--- src/rtl/sync_down_timer_if.sv ---
// sync_down_timer_if: control and status bundle between a timer master and the sync_down_timer.
interface sync_down_timer_if #(parameter int WIDTH = 4);
    logic             en;
    logic             load;
    logic [WIDTH-1:0] load_val;
    logic             start;
    logic             stop;
    logic             auto_reload;
    logic [WIDTH-1:0] count;
    logic             tc;
    logic             busy;
    modport master (output en, load, load_val, start, stop, auto_reload, input count, tc, busy);
    modport slave  (input en, load, load_val, start, stop, auto_reload, output count, tc, busy);
endinterface

--- src/rtl/sync_down_timer.sv ---
// sync_down_timer: loadable down-counter with one-shot/periodic modes and a registered terminal-count pulse.
module sync_down_timer #(parameter int WIDTH = 4) (
    input logic               clk,
    input logic               rst_n,
    sync_down_timer_if.slave  bus
);
    localparam logic [0:0] S_IDLE = 1'b0;
    localparam logic [0:0] S_RUN  = 1'b1;
    logic [0:0]       r_state;
    logic [WIDTH-1:0] r_period;
    logic [WIDTH-1:0] r_count;
    logic             r_tc;
    always_ff @(posedge clk or negedge rst_n) begin
        if (!rst_n) begin
            r_state  <= S_IDLE;
            r_period <= '0;
            r_count  <= '0;
            r_tc     <= 1'b0;
        end else begin
            r_tc <= 1'b0;
            if (bus.load) begin
                r_period <= bus.load_val;
                r_count  <= bus.load_val;
                r_state  <= S_IDLE;
            end else if (bus.stop) begin
                r_state <= S_IDLE;
            end else if (r_state == S_IDLE) begin
                if (bus.start) begin
                    if (r_period != '0) begin
                        r_count <= r_period;
                        r_state <= S_RUN;
                    end else begin
                        r_count <= '0;
                        r_tc    <= 1'b1;
                    end
                end
            end else if (bus.en) begin
                // RUN never holds zero: it is entered only with a nonzero period
                if (r_count > WIDTH'(1)) begin
                    r_count <= r_count - WIDTH'(1);
                end else begin
                    r_tc <= 1'b1;
                    if (bus.auto_reload) begin
                        r_count <= r_period;
                    end else begin
                        r_count <= '0;
                        r_state <= S_IDLE;
                    end
                end
            end
        end
    end
    assign bus.count = r_count;
    assign bus.tc    = r_tc;
    assign bus.busy  = (r_state == S_RUN);
endmodule

--- src/flat_wrapper.sv ---
// flat-port wrapper written by rule: the top's interface ports become plain ports
module sync_down_timer_flat 
#(parameter int WIDTH = 4)
  (clk, rst_n, bus_en, bus_load, bus_load_val, bus_start, bus_stop, bus_auto_reload, bus_count, bus_tc, bus_busy);
  sync_down_timer_if #(.WIDTH(WIDTH)) bus_i ();
  input logic clk;
  input logic rst_n;
  input wire logic [$bits(bus_i.en)-1:0] bus_en;
  input wire logic [$bits(bus_i.load)-1:0] bus_load;
  input wire logic [$bits(bus_i.load_val)-1:0] bus_load_val;
  input wire logic [$bits(bus_i.start)-1:0] bus_start;
  input wire logic [$bits(bus_i.stop)-1:0] bus_stop;
  input wire logic [$bits(bus_i.auto_reload)-1:0] bus_auto_reload;
  output wire logic [$bits(bus_i.count)-1:0] bus_count;
  output wire logic [$bits(bus_i.tc)-1:0] bus_tc;
  output wire logic [$bits(bus_i.busy)-1:0] bus_busy;
  assign bus_i.en = bus_en;
  assign bus_i.load = bus_load;
  assign bus_i.load_val = bus_load_val;
  assign bus_i.start = bus_start;
  assign bus_i.stop = bus_stop;
  assign bus_i.auto_reload = bus_auto_reload;
  assign bus_count = bus_i.count;
  assign bus_tc = bus_i.tc;
  assign bus_busy = bus_i.busy;
  sync_down_timer #(.WIDTH(WIDTH)) u_core (.clk(clk), .rst_n(rst_n), .bus(bus_i));
endmodule
--- config.mk ---
export PLATFORM = sky130hd
export DESIGN_NAME = sync_down_timer_flat
export DESIGN_NICKNAME = d
export VERILOG_FILES = /design/src/rtl/sync_down_timer_if.sv /design/src/rtl/sync_down_timer.sv /design/src/flat_wrapper.sv
export SDC_FILE = /design/constraint.sdc
export NUM_CORES = 1
export LEC_CHECK = 0
export ABC_AREA = 1
export BUFFER_PORTS_ARGS = -buffer_cell sky130_fd_sc_hd__buf_2
export CAP_MARGIN = 5
export CORE_MARGIN = 3
export CORE_UTILIZATION = 45
export CTS_BUF_LIST = sky130_fd_sc_hd__clkbuf_4
export CTS_CLUSTER_SIZE = 40
export DETAILED_ROUTE_END_ITERATION = 16
export GPL_TIMING_DRIVEN = 1
export HOLD_SLACK_MARGIN = 0.1
export PLACE_DENSITY_LB_ADDON = 0.3
export REMOVE_ABC_BUFFERS = 1
export SETUP_SLACK_MARGIN = 0.2
export SYNTH_ARGS = -nofsm -noshare
export SYNTH_HDL_FRONTEND = slang
export SYNTH_SLANG_ARGS = --single-unit
--- constraint.sdc ---
create_clock -name clk -period 1.9 [get_ports clk]
set_clock_uncertainty 0.1 [all_clocks]
set_input_delay 0.38 -clock clk [delete_from_list [all_inputs] [get_ports clk]]
set_output_delay 0.38 -clock clk [all_outputs]
set_load 0.05 [all_outputs]
======== After elaboration in Yosys (flattened, before gate mapping) ========
Cells that the tools add are included.
storage, ports and cells
  flip-flop bits (word level) ............. 10
  output and inout port bits .............. 6
cells by class
  add/subtract/negate cells ............... 1
  $lt $le $gt $ge ......................... 1
  equal/unequal tests ..................... 2
  muxes and demuxes ....................... 23
  reduce and logical (&&, ||, !) cells .... 3
operator list
  kind                 count
  $mux 4               8
  $mux 1               15
  $gt 4x1->1 const B   1
  $reduce_bool 4->1    1
  $sub 4x1->4 const B  1
  $ne 3x3->1 const B   1
  $reduce_and 3->1     1
  $reduce_bool 3->1    1
  $ne 2x2->1 const B   1

======== Longest topological paths before layout ========
Gate-level depths: netlist of the first run.
  depth after elaboration ................. 6
  depth in mapped cells ................... 11
  gate-level depth less buffers ........... 11

======== Worst setup path before layout of the first run ========
Ideal clock, no wire load.
  path type ............................... register -> register
  from .................................... register u_core.r_count[0], in the netlist u_core.bus.count[0]
  to ...................................... register u_core.r_count[0], in the netlist u_core.bus.count[0]
  setup time .............................. 0.119 ns
  data arrival time ....................... 1.610 ns
  required time ........................... 1.681 ns
  setup slack ............................. 0.072 ns
  cell stages (with the launch flop) ...... 11
  cells stage by stage .................... dfrtp_1 > inv_1 > ha_1 > inv_1 > nand2_1 > nand2_1 > nand2_1 > nand2_1 > o21ai_1 > nor2_1 > nor2_1
between the ends
  cells in the longest elaborated chain, start to end .. 6
  elaborated cells on any way between the ends .. 7
  classes of those cells .................. add/sub: 1; order compare: 1; mux: 5
ends and longest elaborated chain
  item                                       line                                          text
  from (decl)                                sync_down_timer.sv:11                         logic [WIDTH-1:0] r_count;
  from (signal assigned)                     sync_down_timer.sv:23                         r_count <= bus.load_val;
  from (signal assigned)                     sync_down_timer.sv:30                         r_count <= r_period;
  from (signal assigned)                     sync_down_timer.sv:40                         r_count <= r_count - WIDTH'(1);
  $sub 4x1->4 or $gt 4x1->1 (tied branches)  sync_down_timer.sv:40, sync_down_timer.sv:39
  $mux 4 *                                   sync_down_timer.sv:39                         if (r_count > WIDTH'(1)) begin
  $mux 4 *                                   sync_down_timer.sv:37                         end else if (bus.en) begin
  $mux 4 *                                   sync_down_timer.sv:27                         end else if (r_state == S_IDLE) begin
  $mux 4 *                                   sync_down_timer.sv:25                         end else if (bus.stop) begin
  $mux 4 *                                   sync_down_timer.sv:21                         if (bus.load) begin
Every way passes the cells marked *; elsewhere a longest branch is shown, timed or not. The select of a mux whose other input is x is not followed.
A chain may end at the register's enable or synchronous reset.

======== Worst setup path after layout of the first run ========
  from .................................... register u_core.r_state, in the netlist u_core.bus.busy
  to ...................................... output port bus_busy
RTL lines
  item                    line                   text
  from (decl)             sync_down_timer.sv:9   logic [0:0] r_state;
  from (signal assigned)  sync_down_timer.sv:15  r_state <= S_IDLE;
  from (signal assigned)  sync_down_timer.sv:24  r_state <= S_IDLE;
  from (signal assigned)  sync_down_timer.sv:26  r_state <= S_IDLE;
  to (decl)               flat_wrapper.sv:16     output wire logic [$bits(bus_i.busy)-1:0] bus_busy;
No word-level cell between the ends.

==> out/results.txt, run 1 <==
pre-CTS setup slack: 0.301 ns
fillcell total: 103
area grow syn2layout: 21.2%
Tot GR Track Use: 0.165
Synth Flop Type: dfrtp_1
post-DR vias/cell: 5.04
# Max-Cap Violations: 0
CP startpoint kind: flop
Slew Limit Fails: 0
Fin. Hold Viols: 0
CP cell instances: buf_2
H-tree depth: 1
post-detailed-route DRC marker count: 0
Max VDD drop: 0.000471 V
post-synth top area cell: dfrtp_1
GPL Wtd Cong: 0.803
dpl hpwl: 1010 um
top post-synthesis cells by area: dfrtp_1 (40%), nand2_1 (14%), nand3_1 (7.1%)
Post-synth EDFFs: 0
clk sinks: 10
Final TNS setup: 0 ns
Hold Slack: 0.251 ns
period utilization: 0.843
global-route wire length before repair: 2400 um
min Tclk post-route: 1.60 ns
max incr delay on CP: 0.52 ns
Die Width: 43.5 um
DRT Wirelength: 1330 um
Worst Slack Setup Final: 0.299 ns
Root Buffer Master: clkbuf_4
Post-Syn Instances: 86
Detailed Routing Iterations Pass 1: 4
vias post-DR: 605
WP buf/inv: 1
Min-Delay Path Class: primary input to flop
Synth top area share: 0.396
Synth Register Bits: 10
vias in the first global route: 587
Power Dens Cells: 793 mW/mm^2
r2r startpoint: u_core.bus.count[0]
most common cell in the synthesized netlist: nand2_1
RSZ-0062 raised after global routing: false
Leak: 0.429 nW
Slowest-stage cell, CP: dfrtp_1
Slew headroom: 0.797
Design Power: 0.000607 W
Synthesis Warnings: 0
Die Footprint: 0.00189 mm^2
worst-case clock buffer depth: 2
Num CTS Buffers: 3
critical-path maximum fanout: 8
nets: 120
Cell Count, Final, Fillers Out: 120
Rows: 12
post-synth cell types: 19
drt wl/cell: 11.1 um
Fmax achieved: 624 MHz
antenna-violating nets left: 0
Setup-failing EPs final: 0
Critical Path Start: u_core.bus.busy
Clk Latency, worst-skew pair: 0.27 ns
Ports: 17
share of layout cells above drive strength 1: 0.302
CTS tree: done
Placed Cells: 115
Crit. End Element: output port
delay-heaviest family, CP: flip-flops
Seq/Total Area, Yosys: 0.396
worst slew pin tran: 0.304 ns
largest net degree at the start of global routing: 11
initial antenna violation count: 0
outcome: completed
total global routing overflow: 0
crit path DAT: 1.12 ns
most instantiated cells after synthesis: nand2_1 (24), inv_1 (11), nor2_1 (11), dfrtp_1 (10), nand3_1 (9)
syn_area_per_cell: 7.35 um^2
Clk pin slew, worst setup/hold paths: 0.07 ns
Hold Startpoint: bus_load_val[1]
Die H: 43.5 um
Synth async-reset ratio: 1.00
core footprint: 0.00120 mm^2
initial DRC count: 10
CP required: 1.42 ns
Port Buffer Count: 16
CP Class: flop to output port
antenna diode count: 0
initial core utilization: 0.526
Mapped Area: 632 um^2
==> stage by stage <==
| step | area [um^2] | util |
|---|---|---|
| final | 766 | 0.638 |
| after global routing | 766 | 0.638 |
| after CTS | 754 | 0.628 |
| after detailed placement | 718 | 0.598 |
| after global placement | 718 | 0.598 |
| after floorplan | 621 | - |
==> final timing paths <==
| kind | to | slack [ns] | depth (start not counted) |
|---|---|---|---|
| min in group asynchronous | u_core.bus.count[2] | 0.40 | 2 |
| min | u_core.r_period[1] | 0.25 | 3 |
| max reg2reg | u_core.bus.count[0] | 0.38 | 10 |
| max in group asynchronous | u_core.bus.count[0] | 1.10 | 2 |
| min reg2reg | u_core.r_period[0] | 0.41 | 2 |
| max | bus_busy | 0.30 | 1 |
==> worst reg2reg max path: cells and delay by family, from the launching register on <==
family                     cells  cell delay (ns)
and+or+nand+nor                6             0.47
buffers and inverters          2             0.14
AOI/OAI and AO/OA              1             0.13
DFF                            1             0.45
adders and majority gates      1             0.16
==> state kept, by name (all words and copies together), names as in the netlist <==
| signal | flops |
|---|---|
| u_core.bus.count | 4 |
| u_core.r_period | 4 |
| u_core.bus.busy | 1 |
| u_core.bus.tc | 1 |
==> layer usage <==
| layer | up-vias | global-route usage | share of wire |
|---|---|---|---|
| li1 | 314 | - | - |
| met1 | 266 | 0.221 | 0.43 |
| met2 | 19 | 0.254 | 0.49 |
| met3 | 6 | 0.0373 | 0.047 |
| met4 | 0 | 0.0723 | 0.028 |
| met5 | - | 0 | 0 |
==> where the power goes <==
part	leakage [nW]	total (W)	internal (W)	switching [W]
clock network	0.0154	0.000153	0.0000760	0.0000769
logic	0.292	0.000198	0.0000615	0.000136
registers	0.122	0.000257	0.000235	0.0000217
==> final cells by class <==
class | instances | area, um^2 | area share
Clock buffer | 3 | 22.5 | 0.0294
Clock inverter | 1 | 3.75 | 0.00490
Inverter | 13 | 48.8 | 0.0637
Multi-Input combinational cell | 62 | 332 | 0.433
Sequential cell | 10 | 251 | 0.328
Tap cell | 14 | 17.5 | 0.0229
Timing Repair Buffer | 17 | 90.1 | 0.118
==> logic make-up (layout without fill, tap and decap cells) <==
logic type | after synthesis | count (layout) | share of synthesized area
and+or+nand+nor | 51 | 51 | 0.378
buffers and inverters | 14 | 34 | 0.0951
DFF | 10 | 10 | 0.396
AOI/OAI and AO/OA | 9 | 9 | 0.0911
adders and majority gates | 2 | 2 | 0.0396
==> cells in the final DEF (no fill, tap or decap), drive strengths merged <==
cell          n
nor3          2
buf          16
a211oi        1
inv          13
a21oi         1
nor2         11
nand2        25
a21boi        1
clkinv        1
nand3        10
o21ai         6
nand4         1
or2           2
dlygate4sd3   1
dfrtp        10
ha            2
clkbuf        3
==> repair_timing <==
| action | CTS | global route |
|---|---|---|
| setup buffers | 0 | 0 |
| hold endpoints to repair | 10 | 0 |
| hold buffers | 1 | 0 |
| gates resized for setup | 0 | 5 |
| setup endpoints to repair | 0 | 5 |
(Power assumes the default switching activity.)
==> run 2: changes to the inputs <==
==> constraint.sdc (replaced) <==
create_clock -name clk -period 1.3 [get_ports clk]
set_clock_uncertainty 0.1 [all_clocks]
set_input_delay 0.26 -clock clk [delete_from_list [all_inputs] [get_ports clk]]
set_output_delay 0.26 -clock clk [all_outputs]
set_load 0.05 [all_outputs]
==> run 2 against run 1 <==
Compared with the run above:
- largest cell class unchanged
- sequential power rose by 46%
- highest routed layer unchanged
- critical endpoint is now u_core.bus.count[1]
- global-route usage up 2.9 points
- the flow now finishes with violations (negative setup slack)
- die area stayed put
- final area is 37% higher
- power grew 84%
- first-iteration DRC count up 20%
- sequential share of layout area down 8.7 points
- clock power up 36%
- cell count is 13% higher
- largest power group is now combinational logic
- wire length is 52% higher
- register-to-register slack worse by 0.56 ns
==> out/results.txt, run 2 (synthesized netlist as in run 1, its figures left out) <==
Rows: 12 (unchanged)
Die Width: 43.5 um (unchanged)
post-DR vias/cell: 5.31 (+5.3%)
largest net degree at the start of global routing: 11 (unchanged)
crit path DAT: 1.57 ns (+0.45 ns)
most frequent cells in the layout: nand2_1 (19), nor2_1 (11), buf_2 (10)
Clk Latency, worst-skew pair: 0.26 ns (about the same)
dpl hpwl: 1020 um (+0.86%)
Design Power: 0.00111 W (+84%)
Placed Area: 786 um^2 (+9.4%)
Clk pin slew, worst setup/hold paths: 0.06 ns (about the same)
Slowest-stage cell, CP: dfrtp_2
Power Dens Cells: 1060 mW/mm^2 (+34%)
Fin. Hold Viols: 0 (unchanged)
antenna diode count: 0 (unchanged)
post-detailed-route DRC marker count: 0 (unchanged)
Tot GR Track Use: 0.194 (+0.0290)
commonest non-fill, non-tap cell in the layout: nand2_1
Worst Slack Setup Final: -0.178 ns (-0.476 ns)
CP startpoint kind: flop
global-route wire length before repair: 2770 um (+15%)
DRT Wirelength: 2020 um (+52%)
Slew headroom: 0.844 (+0.0467)
reg2reg setup slack: -0.18 ns (-0.56 ns)
initial antenna violation count: 0 (unchanged)
max incr delay on CP: 0.44 ns (-0.08 ns)
Slew Limit Fails: 0 (unchanged)
fillcell total: 69 (-33%)
drt wl/cell: 14.9 um (+35%)
r2r worst-path depth: 10 (unchanged)
reg2reg end: u_core.bus.count[1]
critical-path maximum fanout: 4 (-4)
critical path endpoint: u_core.bus.count[1]
vias in the first global route: 687 (+17%)
Max VDD drop: 0.000828 V (+76%)
initial DRC count: 12 (+2)
Root Buffer Master: clkbuf_4
worst slew pin tran: 0.234 ns (-0.0701 ns)
WP buf/inv: 2 (+1)
RSZ-0062 raised after global routing: true
failing checks: negative setup slack
period utilization: 1.14
Detailed Routing Iterations Pass 1: 4 (unchanged)
outcome: finished, violations left
vias post-DR: 717 (+19%)
Die H: 43.5 um (unchanged)
H-tree depth: 1 (unchanged)
Die Footprint: 0.00189 mm^2 (unchanged)
Num CTS Buffers: 3 (unchanged)
Port Buffer Count: 16 (unchanged)
r2r startpoint: u_core.bus.count[0]
antenna-violating nets left: 0 (unchanged)
initial core utilization: 0.526 (unchanged)
core footprint: 0.00120 mm^2 (unchanged)
CP required: 1.39 ns (-0.03 ns)
Critical Path Start: u_core.bus.count[0]
Crit. End Element: flop
nets: 136 (+13%)
GPL Wtd Cong: 0.796 (-0.90%)
total global routing overflow: 0 (unchanged)
min Tclk post-route: 1.48 ns
Post-Layout Inst Area: 0.00105 mm^2 (+37%)
# Max-Cap Violations: 0 (unchanged)
clk sinks: 10 (unchanged)
Ports: 17 (unchanged)
Leak: 0.547 nW (+27%)
final core occ: 0.872 (+0.234)
Setup-failing EPs final: 8 (+8)
worst-case clock buffer depth: 2 (unchanged)
delay-heaviest family, CP: flip-flops
CP cell instances: inv_2 > ha_4 > inv_2 > nand2_2 > nand2_4 > nand2_4 > nand2_2 > o21ai_1 > nor2_1 > nor2_1
CP Class: flop to flop
critical path depth: 10 (+9)
area grow syn2layout: 65.7%
Min-Delay Path Class: primary input to flop
CTS tree: done
Hold Slack: 0.130 ns (-0.121 ns)
Fmax achieved: 677 MHz
share of layout cells above drive strength 1: 0.521 (+0.219)
[run 2: worst min path at each step]
stage | start | to | slack, ns | cells after the start
final | bus_load_val[0] | u_core.r_period[0] | 0.13 | 3
after global placement | rst_n | u_core.bus.count[0] | 0.03 | 1
after global routing | bus_load_val[2] | u_core.r_period[2] | 0.15 | 3
after CTS | bus_load_val[0] | u_core.r_period[0] | 0.13 | 3
after floorplan | rst_n | u_core.bus.busy | -0.14 | 0
after detailed placement | rst_n | u_core.bus.count[2] | 0.04 | 1
[run 2: layer usage]
metal,track usage,up-vias,part of all wire
li1,-,344,-
met1,0.221,339,0.38
met2,0.339,26,0.54
met3,0.0456,8,0.046
met4,0.0904,0,0.037
met5,0,-,0
[run 2: layout make-up]
| cell class | instances | area [um^2] | share of cell area |
|---|---|---|---|
| tap | 14 | 17.5 | 0.0167 |
| sequential | 10 | 253 | 0.241 |
| inverter | 13 | 48.8 | 0.0466 |
| timing repair buffer | 33 | 289 | 0.276 |
| multi-input combinational | 62 | 417 | 0.398 |
| clock buffer | 3 | 22.5 | 0.0215 |
[run 2: tightest hold or removal path, stage by stage]
cell and delay, ns:
buf_2 0.07, nand2_1 0.06, nand2_1 0.06
[run 2: through the flow]
step	setup TNS (ns)	instances	worst slack [ns]
final	-0.823	135	-0.178
after global routing	-1.35	135	-0.256
after CTS	-0.517	132	-0.103
after detailed placement	-0.907	124	-0.194
after global placement	-0.675	124	-0.148
after floorplan	-2.72	85	-0.528
[run 2: what timing repair did]
item / 4_1_cts / 5_1_grt
hold buffers: 1 / 0
resized for setup: 30 / 19
setup endpoints to repair: 12 / 12
buffers inserted: 4 / 3
pin swaps: 5 / 6
endpoints found under the hold margin: 10 / 0
[run 2: where the power goes]
part           switching [W]  total, W  internal, W
registers          0.0000302  0.000374     0.000344
logic               0.000288  0.000532     0.000245
clock network       0.000101  0.000208     0.000107
==> run 3: changes to the inputs <==
--- a/config.mk
+++ b/config.mk
@@ -6,7 +6,7 @@
 export NUM_CORES = 1
 export LEC_CHECK = 0
 export ABC_AREA = 1
-export BUFFER_PORTS_ARGS = -buffer_cell sky130_fd_sc_hd__buf_2
+export BUFFER_PORTS_ARGS = -buffer_cell sky130_fd_sc_hd__buf_4
 export CAP_MARGIN = 5
 export CORE_MARGIN = 3
 export CORE_UTILIZATION = 45
==> run 3 against run 2 <==
Compared with the run above:
- the flow still finishes with violations (negative setup slack)
- critical path depth up 1
- die area is the same
- power down 2.9%
- count of clock-buffer cells in the layout unchanged
- largest power group unchanged
- combinational power fell by 6.8%
- global-route usage fell by 0.085 points
- utilization down 2.0 points
- via count decreased by 8.1%
- sequential cell count is the same
- sequential share of layout area increased by 0.56 points
==> out/results.txt, run 3 (synthesized netlist as in run 1, its figures left out) <==
outcome: finished, violations left
failing checks: negative setup slack
area grow syn2layout: 62.0%
dpl hpwl: 1090 um (+7.1%)
Hold Slack: 0.119 ns (-0.0107 ns)
most frequent cells in the layout: buf_4 (21), nand2_1 (20), nor2_1 (11)
vias in the first global route: 668 (-2.8%)
Crit. End Element: flop
worst slew pin tran: 0.196 ns (-0.0384 ns)
antenna-violating nets left: 0 (unchanged)
pre-CTS setup slack: -0.212 ns (-0.0178 ns)
Min-Delay Path Class: primary input to flop
global-route wire length before repair: 2780 um (+0.51%)
CP cell instances: inv_2 > ha_4 > inv_2 > nand2_2 > nand2_4 > nand3_2 > inv_1 > nand2_1 > nand3_1 > nand2_1 > nand2_1
drt wl/cell: 13.1 um (-12%)
core footprint: 0.00120 mm^2 (unchanged)
initial antenna violation count: 0 (unchanged)
vias post-DR: 659 (-8.1%)
H-tree depth: 1 (unchanged)
Die H: 43.5 um (unchanged)
Clk pin slew, worst setup/hold paths: 0.07 ns (about the same)
total global routing overflow: 0 (unchanged)
Most common cell on crit path: nand2_1
CP startpoint kind: flop
Power Dens Cells: 1060 mW/mm^2 (-0.62%)
Tot GR Track Use: 0.193 (-0.000854)
critical-path maximum fanout: 4 (unchanged)
DRT Wirelength: 1740 um (-14%)
Cell Count, Final, Fillers Out: 133 (-1.5%)
Rows: 12 (unchanged)
period utilization: 1.11 (-0.0227)
largest net degree at the start of global routing: 11 (unchanged)
Die Width: 43.5 um (unchanged)
post-DR vias/cell: 4.95 (-6.7%)
share of layout cells above drive strength 1: 0.487 (-0.0333)
initial DRC count: 11 (-1)
GPL Wtd Cong: 0.783 (-1.6%)
CP required: 1.36 ns (-0.03 ns)
crit path DAT: 1.51 ns (-0.06 ns)
CP Class: flop to flop
Num CTS Buffers: 3 (unchanged)
Final TNS setup: -0.708 ns (+0.114 ns)
Worst Slack Setup Final: -0.148 ns (+0.0295 ns)
Setup-failing EPs final: 9 (+1)
Root Buffer Master: clkbuf_4
commonest non-fill, non-tap cell in the layout: buf_4
delay-heaviest family, CP: simple AND/OR/NAND/NOR gates
max incr delay on CP: 0.44 ns (about the same)
Fin. Hold Viols: 0 (unchanged)
worst-case clock buffer depth: 2 (unchanged)
Fmax achieved: 691 MHz (+2.0%)
clk sinks: 10 (unchanged)
initial core utilization: 0.526 (unchanged)
WP buf/inv: 3 (+1)
Detailed Routing Iterations Pass 1: 4 (unchanged)
Die Footprint: 0.00189 mm^2 (unchanged)
CTS tree: done
antenna diode count: 0 (unchanged)
Port Buffer Count: 16 (unchanged)
min Tclk post-route: 1.45 ns (-0.0295 ns)
Slew Limit Fails: 0 (unchanged)
Placed Cells: 124 (unchanged)
post-detailed-route DRC marker count: 0 (unchanged)
Slowest-stage cell, CP: dfrtp_2
Clk Latency, worst-skew pair: 0.27 ns (about the same)
# Max-Cap Violations: 0 (unchanged)
Leak: 0.537 nW (-1.8%)
Max VDD drop: 0.000673 V (-19%)
RSZ-0062 raised after global routing: true
nets: 134 (-1.5%)
fillcell total: 77 (+12%)
Slew headroom: 0.869 (+0.0251)
Ports: 17 (unchanged)
run 3: worst paths after layout:
check	from	endpoint	slack, ns	cells past startpoint
max	u_core.bus.count[0]	u_core.bus.count[3]	-0.15	11
min	bus_load_val[2]	u_core.r_period[2]	0.12	3
max reg2reg	u_core.bus.count[0]	u_core.bus.count[3]	-0.15	11
min reg2reg	u_core.r_period[1]	u_core.r_period[1]	0.40	2
max in group asynchronous	rst_n	u_core.bus.count[0]	0.68	2
min in group asynchronous	rst_n	u_core.bus.count[3]	0.25	2
run 3: area by class of cell:
type	instances	area, um^2	share of cell area
Clock buffer	3	22.5	0.0220
Inverter	13	48.8	0.0477
Multi-Input combinational cell	62	402	0.392
Sequential cell	10	253	0.247
Tap cell	14	17.5	0.0171
Timing Repair Buffer	31	280	0.274
run 3: what timing repair did:
action	4_1_cts	5_1_grt
gates resized for setup	26	8
buffers inserted	2	3
pin swaps	7	10
hold buffers	1	0
setup endpoints to repair	12	12
hold endpoints to repair	10	0
run 3: metrics by stage:
| stage | instance area, um^2 | utilization | total power (W) |
|---|---|---|---|
| finish | 1020 | 0.852 | 0.00108 |
| global route | 1020 | 0.852 | 0.00115 |
| CTS | 973 | 0.810 | 0.00103 |
| detailed placement | 826 | 0.688 | 0.000733 |
| global placement | 826 | 0.688 | 0.000722 |
| floorplan | 621 | - | 0.000582 |
run 3: per-layer routing:
metal / part of all wire / vias to the layer above / track usage
met1: 0.42 / 294 / 0.238
met3: 0.052 / 2 / 0.0456
met5: 0 / - / 0
met4: 0.0052 / 0 / 0.0783
met2: 0.52 / 22 / 0.322
li1: - / 341 / -
run 3: worst min-delay path, stage by stage:
cell	delay, ns
buf_4	0.08
nand2_1	0.05
o21ai_0	0.07
run 3: power by group:
part / internal [W] / switching (W)
registers: 0.000344 / 0.0000295
clock network: 0.000107 / 0.000107
logic: 0.000227 / 0.000268
total: 0.000678 / 0.000404
